**src/rtl/trng_src_mux.sv**
```systemverilog
// Registered N-to-1 entropy source selector with per-lane synchronisers and
// a blanking window after reset or any accepted source switch.
module trng_src_mux #(
  parameter int N_SRC        = 4,
  parameter int WIDTH        = 1,
  parameter int SYNC_STAGES  = 2,
  parameter int BLANK_CYCLES = 8,
  localparam int SEL_W       = (N_SRC > 1) ? $clog2(N_SRC) : 1
) (
  input  logic                     clk,
  input  logic                     rst_n,
  input  logic [N_SRC*WIDTH-1:0]   src_in,
  input  logic [SEL_W-1:0]         sel_in,
  input  logic                     sel_load,
  output logic [WIDTH-1:0]         dout,
  output logic                     dout_valid,
  output logic                     busy,
  output logic [SEL_W-1:0]         sel_cur,
  output logic                     sel_err
);

  typedef enum logic {
    ST_BLANK = 1'b0,
    ST_RUN   = 1'b1
  } state_t;

  localparam int              CNT_W      = 8;
  localparam logic [CNT_W-1:0] BLANK_INIT = CNT_W'(BLANK_CYCLES);

  logic [N_SRC*WIDTH-1:0] r_sync [SYNC_STAGES];

  state_t             r_state;
  logic [CNT_W-1:0]   r_cnt;
  logic [SEL_W-1:0]   r_sel_cur;
  logic [WIDTH-1:0]   r_dout;
  logic               r_dout_valid;
  logic               r_busy;
  logic               r_sel_err;

  state_t             w_state_nxt;
  logic [CNT_W-1:0]   w_cnt_nxt;
  logic [SEL_W-1:0]   w_sel_nxt;
  logic [WIDTH-1:0]   w_dout_nxt;
  logic               w_valid_nxt;
  logic               w_busy_nxt;
  logic               w_err_nxt;
  logic [WIDTH-1:0]   w_lane;
  logic               w_sel_oob;

  // All lanes are synchronised continuously so a newly chosen lane is settled
  // by the time blanking ends.
  always_ff @(posedge clk or negedge rst_n) begin
    if (!rst_n) begin
      for (int s = 0; s < SYNC_STAGES; s++) r_sync[s] <= '0;
    end else begin
      r_sync[0] <= src_in;
      for (int s = 1; s < SYNC_STAGES; s++) r_sync[s] <= r_sync[s-1];
    end
  end

  always_comb begin
    w_lane = '0;
    for (int i = 0; i < N_SRC; i++) begin
      if (r_sel_cur == SEL_W'(i)) w_lane = r_sync[SYNC_STAGES-1][i*WIDTH +: WIDTH];
    end
  end

  assign w_sel_oob = ({1'b0, sel_in} >= (SEL_W+1)'(N_SRC));

  always_ff @(posedge clk or negedge rst_n) begin
    if (!rst_n) begin
      r_state      <= ST_BLANK;
      r_cnt        <= BLANK_INIT;
      r_sel_cur    <= '0;
      r_dout       <= '0;
      r_dout_valid <= 1'b0;
      r_busy       <= 1'b1;
      r_sel_err    <= 1'b0;
    end else begin
      r_state      <= w_state_nxt;
      r_cnt        <= w_cnt_nxt;
      r_sel_cur    <= w_sel_nxt;
      r_dout       <= w_dout_nxt;
      r_dout_valid <= w_valid_nxt;
      r_busy       <= w_busy_nxt;
      r_sel_err    <= w_err_nxt;
    end
  end

  always_comb begin
    w_state_nxt = r_state;
    w_cnt_nxt   = r_cnt;
    w_sel_nxt   = r_sel_cur;
    w_dout_nxt  = r_dout;
    w_valid_nxt = r_dout_valid;
    w_busy_nxt  = r_busy;
    w_err_nxt   = 1'b0;
    case (r_state)
      ST_BLANK: begin
        w_dout_nxt  = '0;
        w_valid_nxt = 1'b0;
        w_busy_nxt  = 1'b1;
        // Switching is locked out while blanking; the window is never extended.
        w_err_nxt   = sel_load;
        if (r_cnt == CNT_W'(1)) begin
          w_state_nxt = ST_RUN;
          w_cnt_nxt   = '0;
          w_dout_nxt  = w_lane;
          w_valid_nxt = 1'b1;
          w_busy_nxt  = 1'b0;
        end else begin
          w_cnt_nxt = r_cnt - CNT_W'(1);
        end
      end
      ST_RUN: begin
        w_dout_nxt  = w_lane;
        w_valid_nxt = 1'b1;
        w_busy_nxt  = 1'b0;
        if (sel_load) begin
          if (w_sel_oob) begin
            w_err_nxt = 1'b1;
          end else if (sel_in != r_sel_cur) begin
            w_sel_nxt   = sel_in;
            w_state_nxt = ST_BLANK;
            w_cnt_nxt   = BLANK_INIT;
            w_dout_nxt  = '0;
            w_valid_nxt = 1'b0;
            w_busy_nxt  = 1'b1;
          end
        end
      end
      default: begin
        w_state_nxt = ST_BLANK;
        w_cnt_nxt   = BLANK_INIT;
      end
    endcase
  end

  assign dout       = r_dout;
  assign dout_valid = r_dout_valid;
  assign busy       = r_busy;
  assign sel_cur    = r_sel_cur;
  assign sel_err    = r_sel_err;

endmodule

```
**config.mk**
```make
export PLATFORM = sky130hd
export DESIGN_NAME = trng_src_mux
export DESIGN_NICKNAME = d
export VERILOG_FILES = /design/src/rtl/trng_src_mux.sv
export SDC_FILE = /design/constraint.sdc
export NUM_CORES = 1
export LEC_CHECK = 0
export CAP_MARGIN = 20
export CORE_MARGIN = 1
export CORE_UTILIZATION = 25
export CTS_BUF_LIST = sky130_fd_sc_hd__clkbuf_2 sky130_fd_sc_hd__clkbuf_4 sky130_fd_sc_hd__clkbuf_8
export DETAILED_ROUTE_END_ITERATION = 10
export GPL_TIMING_DRIVEN = 1
export SYNTH_ARGS = -nofsm -noshare
export SYNTH_HDL_FRONTEND = slang
export SYNTH_SLANG_ARGS = --single-unit
```
**constraint.sdc**
```tcl
create_clock -name clk -period 2.27 [get_ports clk]
set_input_delay 0.3405 -clock clk [delete_from_list [all_inputs] [get_ports clk]]
set_output_delay 0.3405 -clock clk [all_outputs]
set_load 0.005 [all_outputs]
```
==> results.md, run 1 <==
* Post-synthesis cell count at 75
* Total grt overflow at 0
* Total GRT Usage at roughly 8.9%
* Post-synth cell types at 31
* Most common library cells after synthesis: 20 x dfrtp_1, 5 x inv_1, 5 x nand2_1
* Req. time, crit path at 1.93 ns
* Synth top area cells: dfrtp_1 53%, dfstp_2 5.6%, ha_1 2.7%
* Critical Path, Cell by Cell: clkdlybuf4s50_1
* DR vias/cell at 4.48
* Hold slack final at around 0.35 ns
* Yosys top cell by area: dfrtp_1
* Yosys warning count at 0
* Share of cells above drive strength 1 at 14.0%
* Pin count of the biggest net entering global routing at 23
* # rows at 21
* Tmin final at 1.81 ns
* Max IR drop VDD at 0.520 mV
* Routed Antenna Nets at 0
* DRC viols at 0
* Crit. End Element: output port
* Max-slew violation count at 0
* Initial antenna violation count at 0
* Worst Tran Pin Value at 0.552 ns
* Root buf cell: clkbuf_8
* Die Span X at between 60 and 70 um
* CTS tree: yes
* Delay-heaviest family, CP: flip-flops
* Top-count cell post-synth: dfrtp_1
* Net count after synthesis at 86
* CORE AREA at 0.00347 mm2
* Crit share post-route at around four fifths
* Crit path max fanout at 14
* CP bufs+invs at 1
* Port Buffers at 14
* DRT iter0 DRCs at 7
* TritonRoute pass-1 iters at 4
* Initial Util at between 20% and 30%
* P&R area growth vs syn at 28.2%
* Die ar. at 0.00401 mm2
* H-tree depth at 1
* Clk buf depth at 2
* PostCTS Resize Cnt at 0
* Global-route wire length before repair at roughly 2700 um
* Vias in the first global route at 610
* Pwr dens at 1290 mW/mm2
* Clk Latency, worst-skew pair at about 0.26 ns
* Via count at 623
* Worst min path class: reg2reg
* RePlAce Congestion at just over 0.8
* Prevailing post-synth register cell: dfrtp_1
* Max Freq at roughly 550 MHz
* Ys async rst share at 100%
* Worst-path clk slew at approximately 0.08 ns
* Worst Path Arrival at between 1 and 1.5 ns
* Slowest cell on the critical path: dfrtp_1
* Area after DPL at 0.00113 mm2
* Setup bufs post-CTS at 0
* Post-Syn Area at 941 um2
* ANT cells at 0
* Average cell area after synthesis at 12.5 um2
* Final hold vios at 0
* Max Cap Viol at 0
* Fill cells at between 300 and 400
* Final setup fails at 0
* CP Class: reg2out
* Startpoint Class: flop
* Clock Skew at 0.00383 ns
* Routed wire length at 1620 um
* Clock sink count at 22
* Run status: complete, no violations
* Max-slew headroom at 62.9%
* CTS Hold Bufs at 0
* Finished Cell Area at 0.00121 mm2
* I/O pins at 15
* Num CTS Buffers at 3
* FF+latch count, synth at 22
* Setup TNS at 0 ns
* Seq/Total Area, Yosys at between 50% and 60%
* Area fraction of the dominant cell type after synthesis at a little over half
* EDFF count, synth at 0
* Hpwl dp at 1160 um
* Fin nets at 105
* RSZ-0062 raised after global routing: no
* Die height at between 60 and 70 um
* Max incr delay on CP at about 0.62 ns
* Leak Pwr at around 0.54 nW
* Routed WL per cell at 11.7 um
power breakdown:
part | internal [mW] | leakage [nW] | total (mW) | switching, mW
Sequential | 0.517 | 0.266 | 0.669 | 0.152
Combinational | 0.296 | 0.241 | 0.523 | 0.227
Clock | 0.236 | 0.0357 | 0.366 | 0.130
Total | 1.05 | 0.543 | 1.56 | 0.509
flip-flops by register name (all words and copies together), names as in the netlist:
register and count:
busy 1, dout 1, dout_valid 1, r_cnt 8, r_sync 8, sel_cur 2, sel_err 1
layer usage:
metal  vias up  GRT usage, %  wire [um]
li1        300             -          -
met1       303          10.4        723
met2        16          14.8        805
met3         4          3.80         72
met4         0          2.56         20
met5         -             0          0
placed cells by master, fill, tap and decap left out:
cell and count:
nor3b_1 1, dfrtp_1 20, clkdlybuf4s50_1 14, o21ai_0 2
mux4_2 1, a21o_1 2, inv_1 5, nor2b_1 2
a21oi_1 4, nor2_1 3, xnor2_1 1, ha_1 2
a211o_1 1, clkbuf_8 3, bufinv_16 1, mux2_2 2
xor2_1 2, nor3_1 4, nor3_2 1, nand4b_1 1
a311o_1 1, o21ai_1 1, dfstp_2 2, and3_1 2
nand3_1 1, buf_4 1, mux2i_1 1, a22o_1 2
a21o_4 1, nand2_1 5, a22oi_1 1, a2bb2oi_1 1
and2_1 1, nor4_4 1
area by class of cell:
type	count	area, um2	area share, %
Sequential cell	22	553	45.9
Multi-Input combinational cell	47	358	29.7
Timing Repair Buffer	15	148	12.2
Tap cell	46	57.6	4.77
Clock buffer	3	41.3	3.42
Clock inverter	1	30.0	2.49
Inverter	5	18.8	1.56
stage by stage:
step	worst slack (ns)	total power, mW	utilization [%]	std cells
2_1_floorplan	0.691	1.02	-	75
3_3_place_gp	0.449	1.19	32.7	135
3_5_place_dp	0.367	1.20	32.7	135
4_1_cts	0.459	1.57	34.8	139
5_1_grt	0.366	1.67	34.8	139
6_report	0.465	1.56	34.8	139
logic make-up (layout without fill, tap and decap cells):
kind of cell,count (synthesis),count (layout),share of synthesized area [%]
DFF,22,22,58.8
and+or+nand+nor,22,22,14.2
muxes,4,4,5.85
AOI/OAI and AO/OA,16,16,12.5
buffers and inverters,6,24,3.19
adders and majority gates,2,2,2.66
xor gates and xnor gates,3,3,2.79
path summary, 6_finish.rpt:
check                           start    endpoint  slack (ns)  cells after the start
min reg2reg                 r_sync[4]   r_sync[0]        0.35                      0
min in group asynchronous       rst_n    r_cnt[5]        0.42                      2
min                         r_sync[4]   r_sync[0]        0.35                      0
max reg2reg                  r_cnt[1]    r_cnt[7]        0.49                      6
max                        dout_valid  dout_valid        0.46                      1
max in group asynchronous       rst_n    r_cnt[3]        1.58                      2
No activity file was read; power rests on OpenSTA's default activity.
==> run 2, diff against run 1 <==
clock period = 1.9 ns   (was 2.27 ns; I/O delays follow)
==> run 2 against run 1 <==
  * Routed wire length up 3.8%
  * Sequential share of layout area down 0.19 points
  * Design area up 0.41%
  * First-iteration DRC count rose to 2.9 times the previous value
  * Setup slack worse by 0.31 ns
  * Utilization up 0.14 points
  * Highest routed layer unchanged
==> results.md, run 2 (synthesis gave the netlist of run 1 again) <==
* Die Span X at 63.4 um (unchanged)
* Setup bufs post-CTS at 0 (unchanged)
* Global-route wire length before repair at 3000 um (was 2730 um)
* RSZ-0062 raised after global routing: no (unchanged)
* Critical Path, Cell by Cell: clkdlybuf4s50_1 (unchanged)
* ANT cells at 0 (unchanged)
* Crit. End Element: output port (unchanged)
* Startpoint Class: flop (unchanged)
* Clk buf depth at 2 (unchanged)
* Root buf cell: clkbuf_8 (unchanged)
* Max-slew headroom at 61.3% (was 62.9%)
* Run status: complete, no violations (unchanged)
* Total grt overflow at 0 (unchanged)
* Via count at 647 (was 623)
* Initial antenna violation count at 0 (unchanged)
* Hpwl dp at 1180 um (was 1160 um)
* Routed wire length at 1680 um (was 1620 um)
* Clock sink count at 22 (unchanged)
* # rows at 21 (unchanged)
* Routed Antenna Nets at 0 (unchanged)
* Met1 WL at 697 um (was 723 um)
* Req. time, crit path at 1.62 ns (was 1.93 ns)
* Crit share post-route at between 90 and 100%
* Final hold vios at 0 (unchanged)
* Slowest cell on the critical path: dfrtp_1 (unchanged)
* Routed met3 length at 87 um (was 72 um)
* P&R area growth vs syn at 28.7% (was 28.2%)
* Fin util at 34.9% (was 34.8%)
* CP Class: reg2out (unchanged)
* CTS Hold Bufs at 0 (unchanged)
* CP bufs+invs at 1 (unchanged)
* Leak Pwr at 0.546 nW (was 0.543 nW)
* Die ar. at 0.00401 mm2 (unchanged)
* Final setup fails at 0 (unchanged)
* DR vias/cell at 4.65 (was 4.48)
* Routed WL per cell at 12.1 um (was 11.7 um)
* Leading cell type in the layout, fill and taps excluded: dfrtp_1 (unchanged)
* Commonest non-fill, non-tap cells in the layout: 20 x dfrtp_1, 14 x clkdlybuf4s50_1, 5 x inv_1, 5 x nand2_1 (unchanged)
* Fill cells at 355 (was 341)
* Layout Cells excl Fill at 139 (unchanged)
* Total GRT Usage at 9.76% (was 8.92%)
* RePlAce Congestion at 0.825 (was 0.824)
* Worst Tran Pin Value at 0.576 ns (was 0.552 ns)
* Clock Skew at 0.00328 ns (was 0.00383 ns)
* H-tree depth at 1 (unchanged)
* Cell count after placement at 135 (unchanged)
* Pin count of the biggest net entering global routing at 23 (unchanged)
* Share of cells above drive strength 1 at 15.1% (was 14.0%)
* Max incr delay on CP at 0.61 ns (was 0.62 ns)
* Max-slew violation count at 0 (unchanged)
* Vias in the first global route at 669 (was 610)
* DRT iter0 DRCs at 20 (was 7)
* Delay-heaviest family, CP: flip-flops (unchanged)
* I/O pins at 15 (unchanged)
* TritonRoute pass-1 iters at 4 (unchanged)
* DRC viols at 0 (unchanged)
* Max Cap Viol at 0 (unchanged)
* Setup TNS at 0 ns (unchanged)
* Worst Path Arrival at 1.46 ns (about the same)
* Port Buffers at 14 (unchanged)
* CTS tree: yes (unchanged)
* Num CTS Buffers at 3 (unchanged)
* Max Freq at 572 MHz
* Crit path max fanout at 14 (unchanged)
* Max IR drop VDD at 0.582 mV (was 0.520 mV)
* Worst min path class: reg2reg (unchanged)
* Fin nets at 105 (unchanged)
* CORE AREA at 0.00347 mm2 (unchanged)
* Top sig layer: met4 (unchanged)
* Pwr dens at 1540 mW/mm2 (was 1290 mW/mm2)
* Die height at 63.4 um (unchanged)
* Tmin final at approximately 1.7 ns
* Worst-path clk slew at 0.08 ns (about the same)
* Initial Util at 27.1% (unchanged)
* Met2 routed wirelength at 875 um (was 805 um)
* Clk Latency, worst-skew pair at 0.27 ns (was 0.26 ns)
[run 2: metal layers]
metal	up-vias	global-route usage (%)
met5	-	0
met4	0	2.56
met3	4	3.80
met2	23	17.0
met1	321	11.0
li1	299	-
[run 2: worst paths after layout]
| check | slack, ns | cells after the start | to | startpoint |
|---|---|---|---|---|
| worst max register to register | 0.31 | 6 | r_cnt[7] | r_cnt[1] |
| worst min register to register | 0.35 | 0 | r_sync[0] | r_sync[4] |
| worst min-delay path | 0.35 | 0 | r_sync[0] | r_sync[4] |
| max in group asynchronous | 1.26 | 2 | busy | rst_n |
| worst max-delay path | 0.15 | 1 | dout_valid | dout_valid |
| min in group asynchronous | 0.37 | 2 | r_cnt[4] | rst_n |
[run 2: cell type report]
cell class / count / area, um2 / share of cell area (%)
Sequential cell: 22 / 553 / 45.7
Clock buffer: 3 / 41.3 / 3.41
Tap cell: 46 / 57.6 / 4.75
Clock inverter: 1 / 30.0 / 2.48
Multi-Input combinational cell: 47 / 363 / 30.0
Timing Repair Buffer: 15 / 148 / 12.2
Inverter: 5 / 18.8 / 1.55
[run 2: repair_timing]
item,4_1_cts,5_1_grt
setup endpoints to repair,0,3
resized for setup,0,1
hold endpoints to repair,0,0
[run 2: per-stage QoR]
step / power, mW / cell area [um2] / setup WS [ns] / hold slack [ns]
after floorplan: 1.21 / 941 / 0.321 / -0.0106
after global placement: 1.42 / 1130 / 0.135 / 0.334
after detailed placement: 1.44 / 1130 / 0.0694 / 0.335
after CTS: 1.89 / 1210 / 0.127 / 0.354
after global routing: 2.02 / 1210 / 0.0471 / 0.363
final: 1.87 / 1210 / 0.152 / 0.353
[run 2: power by group]
group / switching (mW) / leakage, nW / total (mW) / internal [mW]
logic: 0.272 / 0.245 / 0.629 / 0.357
clock network: 0.155 / 0.0357 / 0.436 / 0.282
registers: 0.186 / 0.266 / 0.803 / 0.618
total: 0.612 / 0.546 / 1.87 / 1.26
